## src/rtl/bounce_pkg.sv

```systemverilog
// -----------------------------------------------------------------------------
// bounce_pkg
// Shared definitions for the bounce-waveform stimulus blocks:
//   LFSR_MASK      - Galois feedback mask for x^16+x^14+x^13+x^11+1
//   state_e        - bounce_generator FSM encoding (IDLE=0, BOUNCE=1, SETTLE=2)
//   worst_case_len - longest edge-to-settled sequence for a given configuration
// -----------------------------------------------------------------------------
package bounce_pkg;

  localparam logic [15:0] LFSR_MASK = 16'hB400;

  typedef enum logic [1:0] {
    IDLE   = 2'd0,
    BOUNCE = 2'd1,
    SETTLE = 2'd2
  } state_e;

  // Every pair contributes two segments of at most 2^gap_w cycles each.
  function automatic int worst_case_len(input int bounce_w, input int gap_w,
                                        input int settle_cycles);
    return 2 * ((1 << bounce_w) - 1) * (1 << gap_w) + settle_cycles;
  endfunction

endpackage

```

## src/rtl/bounce_generator_lfsr16.sv

```systemverilog
// -----------------------------------------------------------------------------
// lfsr16
// 16-bit Galois LFSR, right-shifting, feedback mask LFSR_MASK.
// Ports:
//   clk   - clock, rising edge
//   reset - synchronous active-high; loads seed (zero seed becomes 16'h0001)
//   en    - advance one step per cycle when high, hold when low
//   seed  - reset value
//   q     - current LFSR state
// -----------------------------------------------------------------------------
module lfsr16
  import bounce_pkg::*;
(
  input  logic        clk,
  input  logic        reset,
  input  logic        en,
  input  logic [15:0] seed,
  output logic [15:0] q
);

  logic [15:0] seed_nz;
  logic [15:0] q_q;

  // An all-zero state would lock the register up forever.
  assign seed_nz = (seed == 16'h0000) ? 16'h0001 : seed;

  always_ff @(posedge clk) begin
    if (reset) begin
      q_q <= seed_nz;
    end else if (en) begin
      q_q <= q_q[0] ? ((q_q >> 1) ^ LFSR_MASK) : (q_q >> 1);
    end
  end

  assign q = q_q;

endmodule

```

## src/rtl/bounce_generator.sv

```systemverilog
// -----------------------------------------------------------------------------
// bounce_generator
// Turns a clean synchronous level into a contact-bounce waveform: an initial
// edge, an even number of pseudo-random glitch toggles, then a settle period.
// Ports:
//   clk       - clock, rising edge
//   reset     - synchronous active-high reset
//   enable    - 1 = bounce mode, 0 = bypass (noisy_out follows clean_in, 1 cycle)
//   clean_in  - desired level
//   noisy_out - registered bounce waveform
//   busy      - high while in BOUNCE or SETTLE
//   settled   - one-cycle pulse when a sequence completes
//
// state  | meaning
// -------+-------------------------------------------------------------
// IDLE   | noisy_out holds target; launches a sequence on clean_in!=target
// BOUNCE | counting segment lengths, toggling noisy_out at each segment end
// SETTLE | holding target for SETTLE_CYCLES, then pulse settled
// -----------------------------------------------------------------------------
module bounce_generator
  import bounce_pkg::*;
#(
  parameter logic [15:0] SEED          = 16'hACE1,
  parameter int          BOUNCE_W      = 3,
  parameter int          GAP_W         = 6,
  parameter int          SETTLE_CYCLES = 32
) (
  input  logic clk,
  input  logic reset,
  input  logic enable,
  input  logic clean_in,
  output logic noisy_out,
  output logic busy,
  output logic settled
);

  localparam int TOG_W = BOUNCE_W + 1;
  localparam int SET_W = (SETTLE_CYCLES > 1) ? $clog2(SETTLE_CYCLES) : 1;
  localparam logic [SET_W-1:0] SETTLE_LOAD = SET_W'(SETTLE_CYCLES - 1);

  state_e              state_q;
  logic                noisy_q;
  logic                target_q;
  logic                settled_q;
  logic [TOG_W-1:0]    toggles_q;
  logic [GAP_W-1:0]    seg_q;
  logic [SET_W-1:0]    settle_q;

  logic [15:0]         lfsr_q;
  logic [BOUNCE_W-1:0] pairs;
  logic [GAP_W-1:0]    gap;
  logic                unused_lfsr;

  lfsr16 u_lfsr (
    .clk   (clk),
    .reset (reset),
    .en    (enable),
    .seed  (SEED),
    .q     (lfsr_q)
  );

  assign pairs       = lfsr_q[BOUNCE_W-1:0];
  assign gap         = lfsr_q[BOUNCE_W+GAP_W-1:BOUNCE_W];
  assign unused_lfsr = ^lfsr_q;

  always_ff @(posedge clk) begin
    if (reset) begin
      state_q   <= IDLE;
      noisy_q   <= 1'b0;
      target_q  <= 1'b0;
      settled_q <= 1'b0;
      toggles_q <= '0;
      seg_q     <= '0;
      settle_q  <= '0;
    end else if (!enable) begin
      // Bypass also aborts any sequence in flight, without a settled pulse.
      state_q   <= IDLE;
      target_q  <= clean_in;
      noisy_q   <= clean_in;
      settled_q <= 1'b0;
    end else begin
      settled_q <= 1'b0;
      case (state_q)
        IDLE: begin
          noisy_q <= target_q;
          if (clean_in != target_q) begin
            target_q <= clean_in;
            noisy_q  <= clean_in;
            if (pairs == '0) begin
              state_q  <= SETTLE;
              settle_q <= SETTLE_LOAD;
            end else begin
              toggles_q <= {pairs, 1'b0};
              seg_q     <= gap;
              state_q   <= BOUNCE;
            end
          end
        end
        BOUNCE: begin
          if (seg_q != '0) begin
            seg_q <= seg_q - GAP_W'(1);
          end else begin
            noisy_q   <= ~noisy_q;
            toggles_q <= toggles_q - TOG_W'(1);
            // Even toggle count: the last toggle lands back on target.
            if (toggles_q == TOG_W'(1)) begin
              state_q  <= SETTLE;
              settle_q <= SETTLE_LOAD;
            end else begin
              seg_q <= gap;
            end
          end
        end
        SETTLE: begin
          noisy_q <= target_q;
          if (settle_q == '0) begin
            settled_q <= 1'b1;
            state_q   <= IDLE;
          end else begin
            settle_q <= settle_q - SET_W'(1);
          end
        end
        default: begin
          state_q <= IDLE;
          noisy_q <= target_q;
        end
      endcase
    end
  end

  assign noisy_out = noisy_q;
  assign settled   = settled_q;
  assign busy      = (state_q == BOUNCE) || (state_q == SETTLE);

endmodule

```

## config.mk

```make
export PLATFORM = sky130hd
export DESIGN_NAME = bounce_generator
export DESIGN_NICKNAME = d
export VERILOG_FILES = /design/src/rtl/bounce_pkg.sv /design/src/rtl/bounce_generator_lfsr16.sv /design/src/rtl/bounce_generator.sv
export SDC_FILE = /design/constraint.sdc
export NUM_CORES = 1
export LEC_CHECK = 0
export ABC_AREA = 1
export BUFFER_PORTS_ARGS = -buffer_cell sky130_fd_sc_hd__buf_2
export CORE_MARGIN = 5
export CORE_UTILIZATION = 55
export CTS_BUF_LIST = sky130_fd_sc_hd__clkbuf_4 sky130_fd_sc_hd__clkbuf_8 sky130_fd_sc_hd__clkbuf_16
export DETAILED_ROUTE_END_ITERATION = 8
export PLACE_DENSITY = 0.78
export SYNTH_ARGS = -nofsm -noshare
export SYNTH_HDL_FRONTEND = slang
export SYNTH_SLANG_ARGS = --single-unit
export TNS_END_PERCENT = 100
```

## constraint.sdc

```tcl
create_clock -name clk -period 1.35 [get_ports clk]
set_input_delay 0.27 -clock clk [delete_from_list [all_inputs] [get_ports clk]]
set_output_delay 0.27 -clock clk [all_outputs]
set_load 0.02 [all_outputs]
```

==> results of run 1 <==
[how the worst max path moves through the flow]
stage | from | to | slack [ps]
floorplan | target_q | seg_q[2] | 4
detailed placement | clean_in | seg_q[2] | -170
finish | target_q | settle_q[1] | -150
CTS | state_q[1] | seg_q[2] | -120
global placement | clean_in | seg_q[0] | -130
global route | target_q | seg_q[0] | -260
[metrics by stage]
stage | utilization, % | cells
4_1_cts | 69.42 | 358
3_3_place_gp | 66.33 | 348
2_1_floorplan | - | 279
6_report | 74.29 | 363
3_5_place_dp | 66.33 | 348
5_1_grt | 74.29 | 363
[layer usage]
layer	vias to the layer above	GRT usage, %	share of wire (%)
met5	-	0	0
met4	0	7.592	1.2
met3	7	3.188	5.3
met2	44	31.67	50
met1	843	24.36	43
li1	967	-	-
[kinds of logic (layout without fill, tap and decap cells)]
group | count (synthesis) | in the layout
and+or+nand+nor | 149 | 149
AOI/OAI and AO/OA | 46 | 46
DFF | 36 | 36
buffers and inverters | 33 | 71
adders and majority gates | 11 | 11
xor gates and xnor gates | 4 | 4
[power groups by stage]
stage          sequential, mW  clock (mW)  combinational (mW)
2_1_floorplan            1.26           0               0.627
5_1_grt                  1.26       0.677                1.26
3_5_place_dp             1.27           0               0.892
6_report                 1.25       0.609                1.12
4_1_cts                  1.24       0.618               0.945
3_3_place_gp             1.26           0               0.871
[final cells by class]
type                            instances  area [um^2]
Multi-Input combinational cell        210         1232
Fill cell                             263        864.6
Sequential cell                        36        724.4
Timing Repair Buffer                   39        327.8
Inverter                               24        95.09
Tap cell                               46        57.56
Clock buffer                            6        51.30
Clock inverter                          2        10.01
[what timing repair did]
action,CTS,global route
pin swaps,12,15
endpoints found under the setup margin,18,20
gates resized for setup,10,40
buffers inserted,2,6
[state kept, by name, summed over array words and instances (netlist names)]
signal	flops
u_lfsr.q	16
seg_q	6
settle_q	5
toggles_q	4
state_q	2
noisy_out	1
settled	1
target_q	1
[placed cells by master (no fill, tap or decap), types with 2 or more instances in the layout]
cell type,synthesis,final
o21ai_0,23,17
clkinv_2,0,2
nor2_2,4,8
nand3_1,26,23
dfxtp_1,36,33
xnor2_1,3,3
o21ai_1,2,7
ha_4,0,3
inv_2,1,7
inv_1,23,15
nand2_2,4,3
nand3_2,1,3
a21oi_1,18,14
ha_2,0,2
clkbuf_4,0,5
ha_1,11,6
nor2_4,4,6
nand2_1,64,60
buf_12,0,2
dfxtp_2,0,3
nand2_4,1,5
inv_4,0,2
buf_4,1,26
nor2_1,41,35
buf_6,2,6
a21oi_2,0,4
buf_2,0,5
[worst register-to-register path, delay by kind of cell, from the launching register on]
family                   cells  cell delay (ps)
flip-flops                   1              350
buffers and inverters        1               50
AO/OA/AOI/OAI                1               60
adder cells (fa/ha/maj)      1              220
AND/OR/NAND/NOR              7              710
==> metrics.cfg, run 1 <==
[synthesis]
syn-num-nets = 294
yosys.cell_types.count = 28
seq_area_frac_synth_pct = 37.16
syn-cell-area_um2 = 1939
yosysMostFrequentCell = nand2_1
synthTopCellsByArea = dfxtp_1, nand2_1, nor2_1, ha_1, nand3_1
netlist.area_leader.share_pct = 37.16
synth-xor-area-share_pct = 1.806
yosys_most_used_dff = dfxtp_1
ys_ff_latch = 36
synth_common_cells = nand2_1, nor2_1, dfxtp_1
yosys_warnings = 0
synth_top_family_by_area = simple AND/OR/NAND/NOR gates
synthMuxAreaShare_pct = 0
synthesis.instances = 279
avgSynthCellArea_um2 = 6.951
synth_fa_ha_area_share_pct = 7.097
synth_edf_count = 0
yosysTopAreaCell = dfxtp_1
synth-simple-area-share_pct = 34.32
synth_compound_area_share_pct = 12.26
synthArstFlopShare_pct = 0

[sta]
slew_headroom_pct = 82.69
finalSetupViolCount = 19
clock_skew_ps = 6.766
rsz0062_at_grt = yes
hold_violations = 0
fin_crit_sh_pct = 111.2
finalCriticalPeriod_ps = 1501
worst_slew_pin_slew_ps = 256.9
clock.fmax_mhz = 666.1
hold_ws_ps = 220.8
fin_setup_tns_ps = -1942
setup_slack_ps = -151.3
finalMaxSlewViolations = 0

[status]
status = complete, but fails checks
violations = setup timing

[floorplan]
die_area_um2 = 4814
die_x_um = 69.38
coreArea_um2 = 3363
ios = 7
initial_core_util_pct = 57.66
num_rows = 21
die_h_um = 69.38

[setup_path]
crit_path_top_delay_cell = dfxtp_2
start_kind = flip-flop
rr_startpoint = target_q
cp.required_ps = 1590
critPathKind = flip-flop to flip-flop
reg2reg_slack_ps = -150
path_cells = inv_2 > ha_4 > nand2_4 > nand2_4 > nor2_1 > nand2_1 > nor2_4 > nand2_4 > nand2_1 > a21oi_1
path_max_fanout = 6
max_stage_delay_ps = 350
critPathCaptureType = flip-flop
cp.arrival_ps = 1740
crit_buf_inv = 1
critPathMostFrequentCell = nand2_4
reg2reg_to = settle_q[1]
crit_cells = 10
critPathTopFamily = simple AND/OR/NAND/NOR gates
rr_worst_depth = 10

[power_and_ir_drop]
ir_worst_vdd_v = 0.0008560
p_total_mw = 2.974
clockPowerShare_pct = 20.5
p_per_area_nw_per_um2 = 1190
switchingPower_mw = 1.067
p_int_mw = 1.907
swShare_pct = 35.88
p_seq_share_pct = 41.9
p_leak_nw = 1.121
pwr-share-comb_pct = 37.6

[detailed_routing]
wire_per_inst_um = 12.55
drtPass1Iterations = 4
vias_per_cell = 5.127
wl_um = 4555
vias = 1861
drc = 0
drt_iter0_drc = 125
antenna_left = 0

[clock_tree]
clock_latency_ps = 340
cts_sinks = 36
cts_max_path_buffers = 2
hold_buffers = 0
tritoncts = yes
cts.root.buffer_cell = clkbuf_4
cts.clk_slew.worst_paths_ps = 110
cts_inserted_buffers = 5
h-tree-depth = 2

[worst_hold_path]
hp-class = primary input to flip-flop
holdCritStartpoint = reset
whs_path_depth = 4
min_to = state_q[0]

[place]
dpl_worst_slack_ps = -167.8
dpl_cell_area_um2 = 2231
place.gp.congestion = 0.7759
place.detailed.hpwl_um = 3016
port_buffers = 6

[global_route]
grt_max_degree = 19
antenna_found_initial = 0
grt-ovfl-total = 0
grt_pass1_wl_um = 7672
grt_pass1_vias = 1781
grt_usage_pct = 19.04

[flow_run]
maxCapViolCount = 0

[layout]
antennaDiodeCount = 0
drive_gt1_share_pct = 30.91
stdcell_area_um2 = 2499
syn_to_final_growth_pct = 28.84
final_nets = 331

(Power assumes the default switching activity.)
==> inputs of run 2 (changes only) <==
==> constraint.sdc (replaced) <==
create_clock -name clk -period 1.3 [get_ports clk]
set_input_delay 0.26 -clock clk [delete_from_list [all_inputs] [get_ports clk]]
set_output_delay 0.26 -clock clk [all_outputs]
set_load 0.02 [all_outputs]
==> run 2 against run 1 <==
Against the previous run:
- the flow still finishes with violations (setup timing)
- via count up 4.9%
- wire length is 8.2% higher
- first-iteration DRC count grew 38%
- non-clock buffer count rose by 6
- flip-flop and latch count stayed put
- sequential power grew 3%
- largest cell class unchanged
- maximum frequency shrank 2.2%
- critical path depth shrank 1
- sequential share of layout area decreased by 0.77 points
==> metrics.cfg, run 2 (same netlist as run 1, synthesis figures left out) <==
[detailed_routing]
wl_um = 4928  ; +8.2%
wire_per_inst_um = 13.36  ; +6.4%
antenna_left = 0  ; unchanged
drc = 0  ; unchanged
vias_per_cell = 5.293  ; +3.2%
vias = 1953  ; +4.9%
drtPass1Iterations = 4  ; unchanged
drt_iter0_drc = 173  ; +38%

[layout]
drive_gt1_share_pct = 34.67  ; +3.8 points
stdcell_area_um2 = 2580  ; +3.3%
layout_commonest_cell = nand2_1
final_cell_mix = nand2_1, nor2_1, buf_4
final_util_pct = 76.71  ; +2.4 points
syn_to_final_growth_pct = 33.03
largest_reg_flops = 16  ; unchanged
antennaDiodeCount = 0  ; unchanged
final_nets = 337  ; +1.8%
fill_cells = 252  ; -4.2%

[clock_tree]
cts_max_path_buffers = 2  ; unchanged
cts.root.buffer_cell = clkbuf_4
clock_latency_ps = 350  ; about the same
h-tree-depth = 2  ; unchanged
cts_inserted_buffers = 5  ; unchanged
cts_sinks = 36  ; unchanged
tritoncts = yes
cts.clk_slew.worst_paths_ps = 120  ; about the same

[setup_path]
crit_path_top_delay_cell = dfxtp_2
path_max_fanout = 3  ; -3
critPathTopFamily = flip-flops
cp.required_ps = 1580  ; about the same
crit_buf_inv = 3  ; +2
start_kind = flip-flop
critPathKind = flip-flop to flip-flop
path_cells = inv_2 > ha_4 > nand2_4 > buf_4 > buf_4 > a21boi_4 > nand2_4 > nand2_2 > a21oi_2
cp.arrival_ps = 1820  ; +80 ps
max_stage_delay_ps = 360  ; about the same
critPathCaptureType = flip-flop

[global_route]
grt_usage_pct = 20.20  ; +1.2 points
grt_max_degree = 22  ; +3
antenna_found_initial = 0  ; unchanged
grt_pass1_vias = 1795  ; +0.79%
grt-ovfl-total = 0  ; unchanged
grt_pass1_wl_um = 7935  ; +3.4%

[floorplan]
coreArea_um2 = 3363  ; unchanged
num_rows = 21  ; unchanged
ios = 7  ; unchanged
die_x_um = 69.38  ; unchanged
die_area_um2 = 4814  ; unchanged
initial_core_util_pct = 57.66  ; unchanged
die_h_um = 69.38  ; unchanged

[power_and_ir_drop]
ir_worst_vdd_v = 0.0009419  ; +10%
p_per_area_nw_per_um2 = 1235  ; +3.7%
p_total_mw = 3.186  ; +7.1%
p_leak_nw = 1.141  ; +1.8%

[sta]
setup_slack_ps = -235.5  ; -84.16 ps
clock.fmax_mhz = 651.3  ; -2.2%
finalCriticalPeriod_ps = 1535  ; +34.16 ps
finalMaxSlewViolations = 0  ; unchanged
fin_setup_tns_ps = -3298  ; -1357 ps
slew_headroom_pct = 73.53  ; -9.2 points
rsz0062_at_grt = yes
finalSetupViolCount = 20  ; +1
hold_violations = 0  ; unchanged
clock_skew_ps = 3.150  ; -3.616 ps
fin_crit_sh_pct = 118.1  ; +6.9 points
worst_slew_pin_slew_ps = 393.0  ; +136.1 ps

[status]
status = complete, but fails checks
violations = setup timing

[place]
dpl_cell_area_um2 = 2286  ; +2.5%
place.detailed.hpwl_um = 3125  ; +3.6%
dpl_worst_slack_ps = -183.7  ; -15.89 ps
place.gp.congestion = 0.8636  ; +11%
port_buffers = 6  ; unchanged

[worst_hold_path]
hp-class = primary input to flip-flop

[flow_run]
maxCapViolCount = 0  ; unchanged

-- run 2: metal layers --
metal / up-vias / GRT usage, % / share of wire [%]
li1: 988 / - / -
met5: - / 0 / 0
met1: 889 / 25.02 / 44
met2: 57 / 33.16 / 48
met3: 19 / 4.928 / 4.5
met4: 0 / 8.677 / 3.6
-- run 2: worst reg2reg max path, stage by stage, from the launching register on --
cell and delay, ps:
dfxtp_2 360, inv_2 50, ha_4 270, nand2_4 60, buf_4 130, buf_4 120, a21boi_4 140, nand2_4 80
nand2_2 70, a21oi_2 180
-- run 2: final cells by class --
type / instances / area [um^2] / share of cell area (%)
Clock inverter: 3 / 23.77 / 0.9214
Tap cell: 46 / 57.56 / 2.231
Clock buffer: 5 / 37.54 / 1.455
Timing Repair Buffer: 45 / 357.8 / 13.87
Inverter: 24 / 100.1 / 3.880
Sequential cell: 36 / 728.2 / 28.23
Multi-Input combinational cell: 210 / 1275 / 49.42
-- run 2: power by group --
part / internal [mW] / leakage (nW) / total (mW) / switching [mW]
Sequential: 1.21 / 0.299 / 1.29 / 0.0801
Combinational: 0.567 / 0.814 / 1.26 / 0.692
Clock: 0.212 / 0.0274 / 0.633 / 0.420
-- run 2: what timing repair did --
item                       4_1_cts  5_1_grt
buffers inserted                 4        2
pin swaps                       14       19
cloned                           0        0
hold buffers                     0        0
setup endpoints to repair       19       20
gates resized for setup         30       27
-- run 2: through the flow --
step | instances | hold WS (ps)
4_1_cts | 367 | 145.7
3_3_place_gp | 355 | 443.4
6_report | 369 | 165.0
5_1_grt | 369 | 150.6
2_1_floorplan | 279 | 419.1
3_5_place_dp | 355 | 447.7
-- run 2: path summary, 6_finish.rpt --
kind	startpoint	end	slack, ps	depth (start not counted)
max	target_q	state_q[1]	-240	9
max reg2reg	target_q	state_q[1]	-240	9
min reg2reg	u_lfsr.q[15]	u_lfsr.q[15]	470	2
min	reset	seg_q[5]	170	2
